--- src/rtl/tff_mode_counter_pkg.sv ---
// Shared mode encoding for the T-flip-flop mode counter.
// Latency: n/a (constants only).
// Backpressure: n/a.
package tff_pkg;

    localparam logic [1:0] MODE_HOLD   = 2'b00;
    localparam logic [1:0] MODE_UP     = 2'b01;
    localparam logic [1:0] MODE_DOWN   = 2'b10;
    localparam logic [1:0] MODE_TOGGLE = 2'b11;

endpackage

--- src/rtl/tff_mode_counter_if.sv ---
// Control/data bundle between a counter user (master) and the counter (slave).
// Latency: none, plain wires.
// Backpressure: none; the master qualifies activity with en and load.
interface tff_mode_counter_if #(
    parameter int WIDTH = 8
);
    import tff_pkg::*;

    logic             en;
    logic             load;
    logic [1:0]       mode;
    logic [WIDTH-1:0] d;
    logic [WIDTH-1:0] tmask;
    logic [WIDTH-1:0] q;
    logic             tc;
    logic             wrap;

    modport master (
        output en, load, mode, d, tmask,
        input  q, tc, wrap
    );

    modport slave (
        input  en, load, mode, d, tmask,
        output q, tc, wrap
    );

endinterface

--- src/rtl/tff_mode_counter_t_ff_cell.sv ---
// Single-bit T flip-flop with a per-instance reset value.
// Latency: 1 cycle from t to q.
// Backpressure: none; t=0 holds the bit.
module t_ff_cell (
    input  logic clk,
    input  logic rst,
    input  logic t,
    input  logic rst_val,
    output logic q
);

    // Invert on t, otherwise hold; async active-low reset loads rst_val.
    always_ff @(posedge clk or negedge rst) begin
        if (!rst) begin
            q <= rst_val;
        end else if (t) begin
            q <= ~q;
        end
    end

endmodule

--- src/rtl/tff_mode_counter.sv ---
// WIDTH-bit load/up/down/masked-toggle counter built from per-bit T cells, modulo MODULUS.
// Latency: q and wrap update 1 cycle after the edge; tc is combinational.
// Backpressure: none; load overrides, en=0 or mode hold freezes q.
// Optional build macro TFF_MODE_COUNTER_SATURATE_EN: saturate at the ends instead of wrapping.
module tff_mode_counter
    import tff_pkg::*;
#(
    parameter int              WIDTH     = 8,
    parameter longint unsigned MODULUS   = 64'd1 << WIDTH,
    parameter longint unsigned RESET_VAL = 64'd0
) (
    input  logic                clk,
    input  logic                rst,
    tff_mode_counter_if.slave   bus
);

    // MODULUS extended by one bit so MODULUS == 2**WIDTH is representable.
    localparam logic [WIDTH:0]   MOD_EXT = MODULUS[WIDTH:0];
    localparam logic [WIDTH-1:0] MAX_Q   = WIDTH'(MODULUS - 64'd1);
    localparam logic [WIDTH-1:0] RST_Q   = WIDTH'(RESET_VAL);
    localparam logic [WIDTH-1:0] ONE     = WIDTH'(1);

    logic [WIDTH-1:0] q_cur;
    logic [WIDTH-1:0] q_next;
    logic [WIDTH-1:0] t_vec;
    logic [WIDTH-1:0] r_tgl;
    logic             wrap_next;
    logic             wrap_q;

    // Next-state selection: load first, then en, then mode.
    always_comb begin
        q_next    = q_cur;
        wrap_next = 1'b0;
        r_tgl     = q_cur ^ bus.tmask;
        if (bus.load) begin
            // Out-of-range load values clip to the top of the range.
            if ({1'b0, bus.d} < MOD_EXT) begin
                q_next = bus.d;
            end else begin
                q_next = MAX_Q;
            end
        end else if (bus.en) begin
            case (bus.mode)
                MODE_HOLD: begin
                    q_next = q_cur;
                end
                MODE_UP: begin
                    if (q_cur == MAX_Q) begin
`ifdef TFF_MODE_COUNTER_SATURATE_EN
                        q_next    = q_cur;
`else
                        q_next    = '0;
                        wrap_next = 1'b1;
`endif
                    end else begin
                        q_next = q_cur + ONE;
                    end
                end
                MODE_DOWN: begin
                    if (q_cur == '0) begin
`ifdef TFF_MODE_COUNTER_SATURATE_EN
                        q_next    = q_cur;
`else
                        q_next    = MAX_Q;
                        wrap_next = 1'b1;
`endif
                    end else begin
                        q_next = q_cur - ONE;
                    end
                end
                MODE_TOGGLE: begin
                    if ({1'b0, r_tgl} < MOD_EXT) begin
                        q_next = r_tgl;
                    end else begin
`ifdef TFF_MODE_COUNTER_SATURATE_EN
                        q_next    = MAX_Q;
`else
                        q_next    = '0;
                        wrap_next = 1'b1;
`endif
                    end
                end
                default: begin
                    q_next = q_cur;
                end
            endcase
        end
    end

    // The cells only ever see a toggle request; bits that stay put get t=0.
    assign t_vec = q_cur ^ q_next;

    genvar gi;
    generate
        for (gi = 0; gi < WIDTH; gi++) begin : g_cell
            t_ff_cell u_cell (
                .clk     (clk),
                .rst     (rst),
                .t       (t_vec[gi]),
                .rst_val (RST_Q[gi]),
                .q       (q_cur[gi])
            );
        end
    endgenerate

    // One-cycle wrap pulse; cleared immediately by reset.
    always_ff @(posedge clk or negedge rst) begin
        if (!rst) begin
            wrap_q <= 1'b0;
        end else begin
            wrap_q <= wrap_next;
        end
    end

    assign bus.q    = q_cur;
    assign bus.wrap = wrap_q;
    // Terminal count looks at the current state only; a pending load masks it.
    assign bus.tc   = bus.en & ~bus.load &
                      (((bus.mode == MODE_UP)   && (q_cur == MAX_Q)) ||
                       ((bus.mode == MODE_DOWN) && (q_cur == '0)));

endmodule
--- src/flat_wrapper.sv ---
// flat-port wrapper written by rule: the top's interface ports become plain ports
module tff_mode_counter_flat import tff_pkg::*;
#(
    parameter int              WIDTH     = 8,
    parameter longint unsigned MODULUS   = 64'd1 << WIDTH,
    parameter longint unsigned RESET_VAL = 64'd0
)
  (clk, rst, bus_en, bus_load, bus_mode, bus_d, bus_tmask, bus_q, bus_tc, bus_wrap);
  tff_mode_counter_if #(.WIDTH(WIDTH)) bus_i ();
  input  logic clk;
  input  logic rst;
  input wire logic [$bits(bus_i.en)-1:0] bus_en;
  input wire logic [$bits(bus_i.load)-1:0] bus_load;
  input wire logic [$bits(bus_i.mode)-1:0] bus_mode;
  input wire logic [$bits(bus_i.d)-1:0] bus_d;
  input wire logic [$bits(bus_i.tmask)-1:0] bus_tmask;
  output wire logic [$bits(bus_i.q)-1:0] bus_q;
  output wire logic [$bits(bus_i.tc)-1:0] bus_tc;
  output wire logic [$bits(bus_i.wrap)-1:0] bus_wrap;
  assign bus_i.en = bus_en;
  assign bus_i.load = bus_load;
  assign bus_i.mode = bus_mode;
  assign bus_i.d = bus_d;
  assign bus_i.tmask = bus_tmask;
  assign bus_q = bus_i.q;
  assign bus_tc = bus_i.tc;
  assign bus_wrap = bus_i.wrap;
  tff_mode_counter #(.WIDTH(WIDTH), .MODULUS(MODULUS), .RESET_VAL(RESET_VAL)) u_core (.clk(clk), .rst(rst), .bus(bus_i));
endmodule
--- config.mk ---
export PLATFORM = sky130hd
export DESIGN_NAME = tff_mode_counter_flat
export DESIGN_NICKNAME = d
export VERILOG_FILES = /design/src/rtl/tff_mode_counter_pkg.sv /design/src/rtl/tff_mode_counter_if.sv /design/src/rtl/tff_mode_counter_t_ff_cell.sv /design/src/rtl/tff_mode_counter.sv /design/src/flat_wrapper.sv
export SDC_FILE = /design/constraint.sdc
export NUM_CORES = 1
export LEC_CHECK = 0
export BUFFER_PORTS_ARGS = -buffer_cell sky130_fd_sc_hd__buf_4
export CORE_UTILIZATION = 25
export DETAILED_ROUTE_END_ITERATION = 8
export SLEW_MARGIN = 0
export SYNTH_ARGS = -nofsm -noshare
export SYNTH_HDL_FRONTEND = slang
export SYNTH_SLANG_ARGS = --single-unit
--- constraint.sdc ---
create_clock -name clk -period 2.94 [get_ports clk]
set_clock_uncertainty 0.05 [all_clocks]
set_input_delay 0.441 -clock clk [delete_from_list [all_inputs] [get_ports clk]]
set_output_delay 0.441 -clock clk [all_outputs]
set_load 0.05 [all_outputs]
==> results of run 1 <==
## kinds of logic after synthesis
logic type | count (synthesis) | synth area share (%)
DFF | 9 | 20.3
muxes | 2 | 1.81
buffers and inverters | 27 | 12.5
AOI/OAI and AO/OA | 46 | 30.1
adders and majority gates | 7 | 7.90
xor gates and xnor gates | 4 | 3.16
and+or+nand+nor | 45 | 24.2
## stage by stage
| stage | worst slack (ns) | hold slack [ns] | cell area [µm²] | std cells |
|---|---|---|---|---|
| 6_report | 0.339 | 0.374 | 1380 | 211 |
| 5_1_grt | 0.182 | 0.385 | 1380 | 211 |
| 4_1_cts | 0.340 | 0.374 | 1380 | 211 |
| 3_5_place_dp | 0.582 | 0.223 | 1320 | 206 |
| 3_3_place_gp | 0.635 | 0.224 | 1320 | 206 |
| 2_1_floorplan | 0.704 | 0.0954 | 1110 | 140 |
## sequential cells by signal (all words and copies together), names as in the netlist
register,flops
u_core.bus.wrap,1
u_core.g_cell.u_cell.q,8
## synthesized netlist by cell type, types with 2 or more instances
cell type and number:
mux2i_1 2, a31oi_1 2, a22oi_1 3, clkbuf_1 9, dfrtp_1 9, nand4_1 4, nor2_1 3, inv_1 9
a221oi_1 2, nand2b_1 6, o21ai_0 13, a21oi_1 7, nor4_1 2, xor2_1 4, nor3_1 3, o31ai_1 2
or4_4 2, buf_4 8, nor3b_1 2, ha_1 7, and2_1 2, nand2_1 12, o31a_1 2, o32a_1 2
## worst max-delay path, delay by kind of cell, from the launching register on
| family | cells | cell delay, ns |
|---|---|---|
| DFF | 1 | 0.50 |
| buffers and inverters | 1 | 0.20 |
| AOI/OAI and AO/OA | 1 | 0.23 |
| and+or+nand+nor | 2 | 0.95 |
## layout make-up
cell class | count | area [µm²] | share of cell area (%)
clock buffers | 4 | 45.0 | 3.27
inverters | 9 | 33.8 | 2.45
multi-input cells | 104 | 744 | 54.1
flip-flops and latches | 9 | 225 | 16.4
well taps | 50 | 62.6 | 4.55
repair buffers | 35 | 265 | 19.3
## repair_timing
action | in CTS | in global routing
setup buffers | 0 | 0
hold endpoints to repair | 9 | 0
resized for setup | 0 | 0
hold buffers | 1 | 0
## how the worst max path moves through the flow
stage                                         start     end  cells after the start
after floorplan           u_core.g_cell[5].u_cell.q  bus_tc                      4
after global placement                  bus_mode[0]  bus_tc                      7
after detailed placement                bus_mode[0]  bus_tc                      7
after CTS                 u_core.g_cell[4].u_cell.q  bus_tc                      4
after global routing      u_core.g_cell[4].u_cell.q  bus_tc                      4
final                     u_core.g_cell[4].u_cell.q  bus_tc                      4
## layer usage
layer | vias up | routed length [µm]
li1 | 559 | -
met4 | 0 | 37
met5 | - | 0
met1 | 535 | 1500
met3 | 5 | 157
met2 | 27 | 1410
## report_power, final
group          internal [W]  switching, W
registers          0.000137     0.0000348
clock network     0.0000950     0.0000550
logic             0.0000960      0.000135
total              0.000328      0.000225
==> run metrics, run 1 <==
DRC=0; post-synth top area share=20.3%; number of global-route vias before repair=1,067; FF-to-FF path depth=6; fill cell count=443; LEAKAGE=0.596 nW; core area=4120 µm²; Synth area leader=dfrtp_1; Sink Count=9; chip width=68.6 µm; Syn. warnings=0; period utilization=88.5%; gp weighted congestion=0.944; Post-synth EDFFs=0; top cells by area, synth=dfrtp_1 20%, ha_1 7.9%, o21ai_0 5.9%, buf_4 5.4%, nand2_1 4.1%; Arr. time, crit path=2.11 ns; Hold Startpoint=bus_d[2]; R2R Setup Slk=0.64 ns; reg2reg end=u_core.g_cell[4].u_cell.q; vias per cell=5.34; H-tree levels=1; Final TNS setup=0 ns; RSZ-0062 raised after global routing=no; final WL=3.10 mm; Post-synth ARST share=100%; I/O Buffers=31; initial antenna violation count=0; Skew-Pair Late Insertion Delay=0.24 ns; gr ovfl total=0; drt pass-1 iters=4; 1st-iter DRT viols=72; Worst path slowest cell=or4_4; met1 GRT Util=21.8%; layout cells sized above 1=26.7%; Least-Margin Pin Slew=0.591 ns; # diodes=0; run status=completed; setup violators final=0; most frequent cells in the layout=34 x buf_4, 13 x o21ai_0, 12 x nand2_1; nets=191; commonest non-fill, non-tap cell in the layout=buf_4; Slew HR=60.2%; clock tree buffer depth=2; worst setup path category=reg -> out; TritonCTS clock tree=built; Startpoint Class=flop; Inserted Clock Buffers=3; Die Y=68.6 µm; count of cell types in the netlist=47; post-synthesis sequential area ratio=20.3%; CP Data Required Time=2.45 ns; Mapped Area=1110 µm²; final core occ=33.4%; Synthesized Nets=169; busiest layer in global routing=met2; routed len/inst=14.7 µm; largest vdd supply drop=0.202 mV; Post-DP HPWL=2.46 mm; I/O pin count=32; CTS clk-pin slew, worst paths=0.05 ns; total number of vias=1,126; Design Power=0.000553 W; CP max stage delay=0.60 ns; Fmax=385 MHz; # rows=23; crit-path cells=or4_4 -> nor4_1 -> o211a_1 -> buf_4; GR met2 Demand/Resource=23.7%; hold depth=3; P&R area growth vs syn=24.2%; R2R Path Start=u_core.g_cell[0].u_cell.q; Root Buffer=clkbuf_8; syn avg cell area=7.92 µm²; CP Capture Type=output port; die area=4700 µm²; min Tclk post-route=2.60 ns; #FFs+latches synth=9; Tot GR Track Use=15.5%; met3 usage=3.62%; largest net degree at the start of global routing=19; final hold viol count=0; worst min path class=in -> reg; Final ANT Viol Nets=0; worst hold endpoint=u_core.g_cell[2].u_cell.q; pins over their slew limit=0; Worst Path Max Fanout=13; global-route wire length before repair=5.34 mm; MaxCap Viol Count=0; Main synth FF type=dfrtp_1; Starting Density=26.9%; Syn Inst Count=140; pwr/cell area=402 nW/µm²
Note: power is estimated with default switching activity, not from simulation.
==> run 2, diff against run 1 <==
==> constraint.sdc (replaced) <==
create_clock -name clk -period 2.94 [get_ports clk]
set_clock_uncertainty 0.05 [all_clocks]
set_input_delay 0.588 -clock clk [delete_from_list [all_inputs] [get_ports clk]]
set_output_delay 0.588 -clock clk [all_outputs]
set_load 0.05 [all_outputs]
==> run metrics, run 2 (synthesized netlist as in run 1, its figures left out) <==
Tot GR Track Use=14.6%; Least-Margin Pin Slew=0.610 ns; Sink Count=9; gr ovfl total=0; Root Buffer=clkbuf_8; total number of vias=1,149; Worst Path Max Fanout=13; pwr/cell area=397 nW/µm²; largest vdd supply drop=0.220 mV; layout cells sized above 1=27.3%; pins over their slew limit=0; MaxCap Viol Count=0; CP Capture Type=output port; chip width=68.6 µm; core area=4120 µm²; final WL=3.14 mm; TritonCTS clock tree=built; die area=4700 µm²; Starting Density=26.9%; H-tree levels=1; Setup Buffers After CTS=0; Inserted Clock Buffers=3; largest net degree at the start of global routing=19; fill cell count=458; non-filler cells, final=211; max FFs per register=8; I/O pin count=32; CP Data Required Time=2.30 ns; commonest non-fill, non-tap cell in the layout=buf_4; I/O Buffers=31; CTS clk-pin slew, worst paths=0.04 ns; Multi-input gate area=744 µm²; worst setup path category=reg -> out; nets=191; vias per cell=5.45; Resized Gates After CTS=0; gp weighted congestion=0.959; Biggest register=u_core.g_cell.u_cell.q; Register Area=225 µm²; design area=1370 µm²; 1st-iter DRT viols=68; Fmax=360 MHz; min Tclk post-route=2.78 ns; most frequent cells in the layout=35 x buf_4, 13 x o21ai_0, 12 x nand2_1; final core occ=33.4%; # diodes=0; Area after DPL=1330 µm²; routed len/inst=14.9 µm; LEAKAGE=0.597 nW; Startpoint Class=flop; drt pass-1 iters=4; Hold Buf Count CTS=0; CP Launch Point=u_core.g_cell[4].u_cell.q; Slew HR=58.9%; setup violators final=0; run status=completed; global-route wire length before repair=5.04 mm; DRC=0; # rows=23; R2R Path Start=u_core.g_cell[1].u_cell.q; Arr. time, crit path=2.14 ns; Skew-Pair Late Insertion Delay=0.23 ns; clock tree buffer depth=2; number of global-route vias before repair=1,017; period utilization=94.6%; worst min path class=in -> async; Final WS setup=0.159 ns; reg2reg end=u_core.g_cell[4].u_cell.q; Final TNS setup=0 ns; Final ANT Viol Nets=0; R2R Setup Slk=0.67 ns; Post-Place Setup Slack=0.420 ns; dpl cells=207; Die Y=68.6 µm; RSZ-0062 raised after global routing=no; FF-to-FF path depth=6; P&R area growth vs syn=23.9%; Post-DP HPWL=2.39 mm; initial antenna violation count=0; final hold viol count=0
## run 2: worst max-delay path by stage
stage                   to  cells past startpoint
floorplan           bus_tc                      4
global placement    bus_tc                      4
detailed placement  bus_tc                      4
CTS                 bus_tc                      4
global route        bus_tc                      4
finish              bus_tc                      4
## run 2: per-stage QoR
stage | power (W) | hold slack (ns)
detailed placement | 0.000406 | 0.369
global route | 0.000586 | 0.121
floorplan | 0.000344 | 0.242
finish | 0.000545 | 0.127
CTS | 0.000550 | 0.124
global placement | 0.000408 | 0.368
## run 2: cell type report
cell class / instances / area share (%)
Sequential cell: 9 / 16.4
Inverter: 9 / 2.46
Clock buffer: 4 / 3.28
Multi-Input combinational cell: 104 / 54.2
Tap cell: 50 / 4.55
Timing Repair Buffer: 35 / 19.1
## run 2: layer usage
metal,vias to the layer above,part of all wire (%),routed length (µm),GRT usage [%]
met4,0,0.67,21,3.13
met3,2,6.9,216,3.62
met1,541,48,1490,20.7
li1,560,-,-,-
met2,46,45,1410,21.9
met5,-,0,0,0
## run 2: report_power, final
part	switching, W	internal (W)
registers	0.0000326	0.000137
clock network	0.0000457	0.0000942
logic	0.000138	0.0000968
total	0.000217	0.000328
## run 2: critical path: stages (launching register included)
cell and delay, ns:
dfrtp_1 0.49, or4_4 0.60, nor4_1 0.38, o211a_1 0.24, buf_4 0.20
==> run 3, diff against run 2 <==
CORE_UTILIZATION = 52   (was 25)
CTS_CLUSTER_DIAMETER = 100   (was unset)
PLACE_DENSITY = 0.8   (was unset)
==> run metrics, run 3 (synthesized netlist as in run 1, its figures left out) <==
LEAKAGE=0.585 nW; most frequent cells in the layout=34 x buf_4, 13 x o21ai_0, 12 x nand2_1; RSZ-0062 raised after global routing=no; CP Data Required Time=2.30 ns; CTS clk-pin slew, worst paths=0.06 ns; 1st-iter DRT viols=39; layout cells sized above 1=27.5%; # diodes=0; Die Y=48.2 µm; switching share of power=43.6%; Hold Buf Count CTS=0; run status=completed; # rows=16; Post-DP HPWL=2.23 mm; pins over their slew limit=0; Tot GR Track Use=27.8%; nets=190; Biggest register=u_core.g_cell.u_cell.q; min Tclk post-route=2.80 ns; final hold viol count=0; core area=1980 µm²; non-filler cells, final=187; TritonCTS clock tree=built; global-route wire length before repair=4.39 mm; Setup Buffers After CTS=0; P&R area growth vs syn=19.5%; P_int=0.000284 W; Inserted Clock Buffers=3; Startpoint Class=flop; max FFs per register=8; Multi-input gate area=751 µm²; Worst Path Max Fanout=15; I/O Buffers=31; final WL=2.92 mm; largest vdd supply drop=0.353 mV; Fmax=357 MHz; power share of the sequential group=34.9%; P_sw=0.000220 W; H-tree levels=1; Least-Margin Pin Slew=0.601 ns; Arr. time, crit path=2.16 ns; die area=2320 µm²; dpl cells=183; Final TNS setup=0 ns; number of global-route vias before repair=1,000; fill cell count=172; period utilization=95.3%; setup violators final=0; chip width=48.2 µm; Starting Density=55.9%; GR met2 Demand/Resource=46.9%; met1 GRT Util=32.2%; gp weighted congestion=0.874; CP Capture Type=output port; DRC=0; clock tree buffer depth=2; busiest layer in global routing=met2; commonest non-fill, non-tap cell in the layout=buf_4; Post-Place Setup Slack=0.328 ns; hold_ws=0.0752 ns; met3 usage=6.67%; Logic pwr share=44.9%; gr ovfl total=0; I/O pin count=32; largest net degree at the start of global routing=19; total number of vias=1,182; vias per cell=6.32; Root Buffer=clkbuf_4; Final ANT Viol Nets=0; routed len/inst=15.6 µm; worst setup path category=reg -> out; Register Area=225 µm²; MaxCap Viol Count=0; Final WS setup=0.138 ns; pwr/cell area=380 nW/µm²; Skew-Pair Late Insertion Delay=0.27 ns; Sink Count=9; Clock power frac=20.2%; worst min path class=in -> async; drt pass-1 iters=7; Slew HR=59.5%; initial antenna violation count=0
[run 3: cell types whose count changed in the layout (fill, tap and decap cells not counted), sizes merged]
| cell | previous run | this run |
|---|---|---|
| buf | 35 | 34 |
[run 3: cell type report]
cell class	count	share of cell area (%)
inverters	9	2.55
multi-input cells	104	56.7
clock buffers	4	1.98
repair buffers	34	19.3
well taps	27	2.55
flip-flops and latches	9	17.0
[run 3: final timing paths]
kind | from | endpoint | slack, ns | cells after the start
worst min register to register | u_core.g_cell[6].u_cell.q | u_core.g_cell[6].u_cell.q | 0.73 | 2
worst max-delay path | u_core.g_cell[3].u_cell.q | bus_tc | 0.14 | 4
min in group clk | bus_d[2] | u_core.g_cell[2].u_cell.q | 0.48 | 3
worst max register to register | u_core.g_cell[3].u_cell.q | u_core.g_cell[5].u_cell.q | 0.71 | 4
max in group asynchronous | rst | u_core.g_cell[2].u_cell.q | 2.63 | 1
worst min-delay path | rst | u_core.g_cell[4].u_cell.q | 0.08 | 1
[run 3: power groups by stage]
stage | clock network [W] | logic, W | registers (W)
after detailed placement | 0 | 0.000225 | 0.000175
after floorplan | 0 | 0.000193 | 0.000151
after global routing | 0.000110 | 0.000245 | 0.000178
after global placement | 0 | 0.000222 | 0.000174
final | 0.000102 | 0.000226 | 0.000176
after CTS | 0.000102 | 0.000226 | 0.000173
[run 3: metrics by stage]
stage	total power [W]	instance area (µm²)	util, %
final	0.000504	1330	66.9
after global routing	0.000534	1330	66.9
after CTS	0.000501	1320	66.5
after detailed placement	0.000400	1290	65.2
after global placement	0.000396	1290	65.2
after floorplan	0.000344	1110	-
[run 3: routing by layer]
layer | routed length (µm) | vias up | share of wire [%]
li1 | - | 559 | -
met1 | 1230 | 565 | 42
met2 | 1440 | 48 | 49
met3 | 162 | 10 | 5.6
met4 | 95 | 0 | 3.3
met5 | 0 | - | 0
[run 3: what timing repair did]
| action | in CTS | in global routing |
|---|---|---|
| resized for setup | 0 | 1 |
| endpoints found under the setup margin | 0 | 1 |
| endpoints found under the hold margin | 0 | 0 |
[run 3: critical path: stages, from the launching register on]
cell and delay (ns):
dfrtp_1 0.54, or4_4 0.64, nor4_2 0.29, o211a_1 0.22
buf_4 0.20
